--- src/rtl/genius_engine.sv ---
// Genius/Simon game core: LFSR sequence, timed playback,
// edge-detected player input with timeout, win/lose flags.
module genius_engine #(
  parameter int N_BTN          = 4,
  parameter int MAX_LEVEL      = 16,
  parameter int SHOW_CYCLES    = 4,
  parameter int GAP_CYCLES     = 2,
  parameter int TIMEOUT_CYCLES = 64,
  localparam int IDX_W = $clog2(N_BTN),
  localparam int LVL_W = $clog2(MAX_LEVEL + 1)
) (
  input  logic             clock,
  input  logic             reset,
  input  logic             start,
  input  logic [15:0]      seed,
  input  logic [N_BTN-1:0] btn,
  output logic             show_valid,
  output logic [IDX_W-1:0] show_idx,
  output logic             awaiting_input,
  output logic [LVL_W-1:0] level,
  output logic [LVL_W-1:0] step,
  output logic             win,
  output logic             lose
);

  localparam int AW = (MAX_LEVEL > 1) ? $clog2(MAX_LEVEL) : 1;
  localparam int SG = (SHOW_CYCLES > GAP_CYCLES) ?
                      SHOW_CYCLES : GAP_CYCLES;
  localparam int TMAX = (SG > TIMEOUT_CYCLES) ? SG : TIMEOUT_CYCLES;
  localparam int TW = $clog2(TMAX + 1);

  typedef enum logic [2:0] {
    IDLE, APPEND, SHOW_ON, SHOW_GAP, INPUT, WIN, LOSE
  } state_t;

  state_t state_q, state_d;

  logic [IDX_W-1:0] mem [MAX_LEVEL];
  logic [15:0]      lfsr_q, lfsr_d;
  logic             start_q;
  logic [N_BTN-1:0] btn_q;
  logic [TW-1:0]    timer_q, timer_d;
  logic [LVL_W-1:0] level_q, level_d;
  logic [LVL_W-1:0] step_q, step_d;
  logic             mem_we;

  logic             start_edge;
  logic [N_BTN-1:0] press;
  logic [IDX_W-1:0] press_idx;
  logic [IDX_W-1:0] sym;
  logic [IDX_W-1:0] cur;
  logic [15:0]      lfsr_adv;
  logic             last;

  assign start_edge = start & ~start_q;
  assign press      = btn & ~btn_q;
  assign sym        = IDX_W'(lfsr_q % 16'(N_BTN));
  assign cur        = mem[step_q[AW-1:0]];
  assign last       = step_q == level_q - LVL_W'(1);
  assign lfsr_adv   = {lfsr_q[14:0],
                       lfsr_q[15] ^ lfsr_q[13] ^ lfsr_q[12] ^ lfsr_q[10]};

  always_comb begin
    press_idx = '0;
    for (int i = 0; i < N_BTN; i++)
      if (press[i]) press_idx = IDX_W'(i);
  end

  always_comb begin
    state_d = state_q;
    lfsr_d  = lfsr_q;
    timer_d = timer_q;
    level_d = level_q;
    step_d  = step_q;
    mem_we  = 1'b0;
    unique case (state_q)
      IDLE, WIN, LOSE: begin
        if (start_edge) begin
          lfsr_d  = (seed == 16'd0) ? 16'hACE1 : seed;
          level_d = '0;
          step_d  = '0;
          timer_d = '0;
          state_d = APPEND;
        end
      end
      APPEND: begin
        mem_we  = 1'b1;
        lfsr_d  = lfsr_adv;
        level_d = level_q + LVL_W'(1);
        step_d  = '0;
        timer_d = '0;
        state_d = SHOW_ON;
      end
      SHOW_ON: begin
        if (timer_q == TW'(SHOW_CYCLES - 1)) begin
          timer_d = '0;
          state_d = SHOW_GAP;
        end else begin
          timer_d = timer_q + TW'(1);
        end
      end
      SHOW_GAP: begin
        if (timer_q == TW'(GAP_CYCLES - 1)) begin
          timer_d = '0;
          if (last) begin
            step_d  = '0;
            state_d = INPUT;
          end else begin
            step_d  = step_q + LVL_W'(1);
            state_d = SHOW_ON;
          end
        end else begin
          timer_d = timer_q + TW'(1);
        end
      end
      INPUT: begin
        if (press == '0) begin
          if (timer_q == TW'(TIMEOUT_CYCLES - 1))
            state_d = LOSE;
          else
            timer_d = timer_q + TW'(1);
        end else if ($onehot(press) && press_idx == cur) begin
          timer_d = '0;
          if (last)
            state_d = (level_q == LVL_W'(MAX_LEVEL)) ? WIN : APPEND;
          else
            step_d = step_q + LVL_W'(1);
        end else begin
          state_d = LOSE;
        end
      end
      default: state_d = IDLE;
    endcase
  end

  // start_q resets high so a start held through reset is not an edge
  always_ff @(posedge clock or negedge reset) begin
    if (!reset) begin
      state_q <= IDLE;
      lfsr_q  <= '0;
      start_q <= 1'b1;
      btn_q   <= '0;
      timer_q <= '0;
      level_q <= '0;
      step_q  <= '0;
      for (int i = 0; i < MAX_LEVEL; i++) mem[i] <= '0;
    end else begin
      state_q <= state_d;
      lfsr_q  <= lfsr_d;
      start_q <= start;
      btn_q   <= btn;
      timer_q <= timer_d;
      level_q <= level_d;
      step_q  <= step_d;
      if (mem_we) mem[level_q[AW-1:0]] <= sym;
    end
  end

  assign show_valid     = state_q == SHOW_ON;
  assign show_idx       = show_valid ? cur : '0;
  assign awaiting_input = state_q == INPUT;
  assign level          = level_q;
  assign step           = step_q;
  assign win            = state_q == WIN;
  assign lose           = state_q == LOSE;

endmodule

--- config.mk ---
export PLATFORM = sky130hd
export DESIGN_NAME = genius_engine
export DESIGN_NICKNAME = d
export VERILOG_FILES = /design/src/rtl/genius_engine.sv
export SDC_FILE = /design/constraint.sdc
export NUM_CORES = 1
export LEC_CHECK = 0
export BUFFER_PORTS_ARGS = -buffer_cell sky130_fd_sc_hd__buf_2
export CAP_MARGIN = 30
export CORE_ASPECT_RATIO = 1.4
export CORE_MARGIN = 3
export CORE_UTILIZATION = 30
export CTS_BUF_LIST = sky130_fd_sc_hd__clkbuf_4 sky130_fd_sc_hd__clkbuf_8
export DETAILED_ROUTE_END_ITERATION = 6
export PLACE_DENSITY = 0.52
export SYNTH_ARGS = -nofsm -noshare
export SYNTH_HDL_FRONTEND = slang
export SYNTH_SLANG_ARGS = --single-unit
--- constraint.sdc ---
create_clock -name clock -period 8.2 [get_ports clock]
set_input_delay 1.23 -clock clock [delete_from_list [all_inputs] [get_ports clock]]
set_output_delay 1.23 -clock clock [all_outputs]
set_load 0.02 [all_outputs]
== After elaboration in Yosys (flattened, before gate mapping) ==
Index checks and enable logic that the tools add are counted.
Word-level totals
  output and inout bits: 16
  word-level logic and storage cells: 117
  register bits after elaboration: 73
  input bits: 23
Operators by class
  bitwise logic cells: 9
  $lt $le $gt $ge: 3
  mux-type cells: 39
  equality and inequality tests: 23
  $add $sub $neg: 7
  reductions and logical operators: 13
Operators with widths (number)
  $mux 7: 6
  $pmux 7 s5: 1
  $bwmux 32: 1
  $mux 16: 2
  $pmux 16 s2: 1
  $mux 5: 6
  $mux 3: 9
  $pmux 5 s4: 1
  $logic_not 16->1: 1
  $pmux 3 s5: 1
  $mux 2: 6
  $add 5x1->5 const B: 2
  $ge 5x5->1 const B: 2
  $not 4->5: 2
  $pmux 5 s2: 1
  $eq 3x3->1 const B: 3
  $bmux 2 s4: 1
  $demux 2 s4: 1
  $ne 2x2->1 const B: 4
  $add 7x1->7 const B: 1
  $eq 7x1->1 const B: 1
  $eq 7x2->1 const B: 1
  $eq 7x6->1 const B: 1
  $eq 3x1->1 const B: 2
  other kinds (30): 37

== Depth between registers and ports, before layout ==
  depth in word-level cells: 10
  depth in mapped cells: 11
  gate-level depth less buffers: 11

== Worst setup path before layout ==
OpenSTA, ideal clock, no wires.
  path kind: input to register
  from: in btn[1]
  to: reg step_q[0] (netlist: step[0])
  data required time: 8.117 ns
  arrival time: 3.446 ns
  buffers on the path: 0
  stages: 10
  library setup time: 0.083 ns
  setup slack: 4.672 ns
  cells stage by stage: nor2b_1 -> fa_1 -> ha_1 -> ha_1 -> nor2_1 -> nand2_1 -> o31ai_4 -> nand3_1 -> nand2b_1 -> o21ai_0
On the way
  cells in the longest elaborated chain, start to end: 8
  elaborated cells between the ends (all ways): 13
  those cells by class: add/sub: 2; eq/ne: 4; mux: 3; bitwise: 1; reduce/logical: 3
RTL lines
  start, declared: line 16  | input logic [N_BTN-1:0] btn,
  $and 4x4->4 (*): line 56  | assign press = btn & ~btn_q;
  parallel branches: the longest is 6 deep, another holds $add 2x2->3
  $reduce_and 6->1 (no source line) (*)
  end signal, assigned: line 154  | step_q <= step_d;
  end, declared: line 44  | logic [LVL_W-1:0] step_q, step_d;
Mark *: on every way between the ends.
A chain may end at the register's enable or synchronous reset.

== Final worst setup path ==
  from: reg step_q[0] (netlist: step[0])
  to: out show_idx[1]
On the way
  cells in the longest elaborated chain, start to end: 5
RTL lines
  $not 4->5 (not written as such): line 58  | assign cur = mem[step_q[AW-1:0]];
  $bmux 2 s4: line 58
  $mux 2 (not written as such) (2 in a row): line 58
  $mux 2: line 160  | assign show_idx = show_valid ? cur : '0;
  end, declared: line 18  | output logic [IDX_W-1:0] show_idx,
No other way between the ends. The select of a mux whose other input is x is not followed.

==> run metrics <==
status finished clean; crit share post-route 48.2%; Synth top area share 45.1%; CTS Hold Buffers Added 0; die area 0.0148 mm²; RSZ-0062 raised after global routing false; crit end category primary output; top post-synthesis cells by area dfrtp_1 45%, mux2_2 8.5%, nand2_1 4.9%; # resized after CTS 0; Mapped Cells 383; power share of the clock group 19.7%; PwrDens 344 mW/mm²; Final setup viols 0; TritonCTS Sinks 73; Setup TNS Final 0 ns; # port buffers 38; first-pass GRT wire length 15500 µm; Worst slew margin 34.4%; Die H 143 µm; Post-synth EDFFs 0; syn nets 417; clk_lat worst skew 0.34 ns; post-CTS setup buffers 0; switch share 40.3%; Worst Tran Pin Value 0.981 ns; # diodes 0; Syn Area/Cell 10.4 µm²; CTS root buf clkbuf_8; Synth Register Bits 73; clk buf depth 2; remaining routing DRC violations 0; Core ar. 0.0129 mm²; Ports 39; Detail Placement HPWL 6490 µm; Crit path max-delay family multiplexers; Global Route Usage Sum 12.9%; CP Max Fanout 14; Max IR drop VDD 0.115 mV; CP Buf/Inv Count 1; P_int 0.945 mW; H-tree levels 3; Pleak 2.12 nW; most frequent cells in the layout 72 x dfrtp_1, 52 x nand2_1, 38 x buf_2; grt ovf 0; layout cell share with drive strength beyond 1 25.5%; Via density 5.00; most common cell after layout, fill and taps aside dfrtp_1; dpl ws 4.27 ns; required time worst endpoint 6.97 ns; Max Cap Viol 0; largest net degree at the start of global routing 74; routed len/inst 15.1 µm; Fillers 1304; crit path launch type register; Distinct cells, synth 52; worst path cell trace mux4_1, mux4_2, and2_2, buf_2; fmax 253 MHz; sequential area share after synthesis 45.8%; Std-Cell Rows 49; Net Switching 0.639 mW; Worst-path clk slew 0.08 ns; CTS tree built; Initial Util 30.9%; post-route ant nets 0; total CTS buffers 9; first drt pass iteration count 4; most used flip-flop cell after synthesis dfrtp_1; Fin. Hold Viols 0; HP Class register to register; Yosys top cell by area dfrtp_1; initial antenna violation count 0; slowest stage cell, crit path dfrtp_1; Tmin final 3.95 ns; Cell Area, Synth 0.00400 mm²; slowest cell delay on critical path 0.80 ns; Gate power share 40.9%; nets 452; First DRT Iteration DRCs 118; Ys Warns 0; Post-Route WL 9070 µm; Sequential Power Share 39.4%; final max-slew violation count 0; Syn-to-layout area delta 15.3%; Die Width 104 µm; vias in the first global route 3136; critical path class register to primary output; RePlAce Congestion 0.865; smallest setup slack after layout 4.25 ns; Async S/R FF share, synth 100%; crit path DAT 2.72 ns; via count 3003; worst clock skew 0.00708 ns
## power by group through the flow
stage                     Clock (mW)  Sequential, mW  Combinational (mW)
after global placement             0           0.630               0.641
after CTS                      0.325           0.626               0.656
after floorplan                    0           0.557               0.547
after global routing           0.340           0.650               0.726
after detailed placement           0           0.633               0.653
final                          0.312           0.624               0.649
## per-stage QoR
| step | hold WS, ns | area [µm²] | power [mW] | util, % | std cells |
|---|---|---|---|---|---|
| 2_1_floorplan | 0.438 | 4000 | 1.10 | - | 383 |
| 3_3_place_gp | 0.458 | 4360 | 1.27 | 33.7 | 584 |
| 3_5_place_dp | 0.463 | 4360 | 1.29 | 33.7 | 584 |
| 4_1_cts | 0.482 | 4580 | 1.61 | 35.4 | 600 |
| 5_1_grt | 0.510 | 4610 | 1.72 | 35.6 | 601 |
| 6_report | 0.482 | 4610 | 1.58 | 35.6 | 601 |
## metal layers
layer / up-vias / global-route usage, % / part of all wire, %
li1: 1451 / - / -
met1: 1465 / 15.1 / 43
met2: 64 / 23.1 / 51
met3: 23 / 2.68 / 3.2
met4: 0 / 5.67 / 2.9
met5: - / 0 / 0
## path summary, 6_finish.rpt
kind                               end  slack (ns)  cells past startpoint       from
max                        show_idx[1]        4.25                      4    step[0]
min                          lfsr_q[9]        0.48                      2  lfsr_q[9]
max reg2reg                    step[0]        4.80                      7    step[0]
min reg2reg                  lfsr_q[9]        0.48                      2  lfsr_q[9]
max in group asynchronous   lfsr_q[10]        6.76                      3      reset
min in group asynchronous     btn_q[3]        0.89                      2      reset
## cell usage after synthesis, types with 2 or more instances
master / number
dfrtp_1: 72
nand2_1: 52
mux2_2: 30
nand3_1: 27
nor2_1: 21
o21ai_0: 21
inv_1: 19
clkbuf_1: 12
a21oi_1: 11
ha_1: 10
nand2b_1: 9
a31oi_1: 6
xnor2_1: 6
a222oi_1: 5
and3_1: 5
mux4_1: 5
mux4_2: 5
nor3_1: 5
o31ai_1: 5
xor2_1: 5
buf_2: 4
nand4_1: 4
nor2b_1: 4
nor4_1: 4
o22ai_1: 4
a22oi_1: 3
nor3b_1: 3
and2_1: 2
## cells by family (layout without fill, tap and decap cells)
family | Yosys count | in the layout | share of synthesized area (%)
AOI/OAI and AO/OA | 65 | 65 | 11.5
DFF | 73 | 73 | 45.8
buffers and inverters | 37 | 77 | 3.79
and+or+nand+nor | 143 | 143 | 17.2
adders and majority gates | 11 | 11 | 3.63
xor gates and xnor gates | 12 | 12 | 2.82
muxes | 42 | 42 | 15.4
## worst reg2reg max path, stage by stage, from the launching register on
cell and delay, ns:
dfrtp_1 0.80, mux4_1 0.66, mux4_2 0.54, xnor2_2 0.21, o31ai_4 0.40, nand3_1 0.28
nand2b_1 0.28, o21ai_0 0.15
## final cells by class
| type | instances | area, µm² | share of cell area [%] |
|---|---|---|---|
| repair buffers | 42 | 240 | 5.21 |
| flip-flops and latches | 73 | 1830 | 39.7 |
| clock buffers | 11 | 139 | 3.01 |
| inverters | 19 | 71.3 | 1.55 |
| well taps | 178 | 223 | 4.83 |
| clock inverters | 5 | 80.1 | 1.74 |
| multi-input cells | 273 | 2030 | 44.0 |
## registers in the layout (all words and copies together), names as in the netlist
signal and flops:
lfsr_q 16, level 5, mem 32, timer_q 7, state_q 3, step 5, btn_q 4, start_q 1
Power figures use the tool's default switching activity.
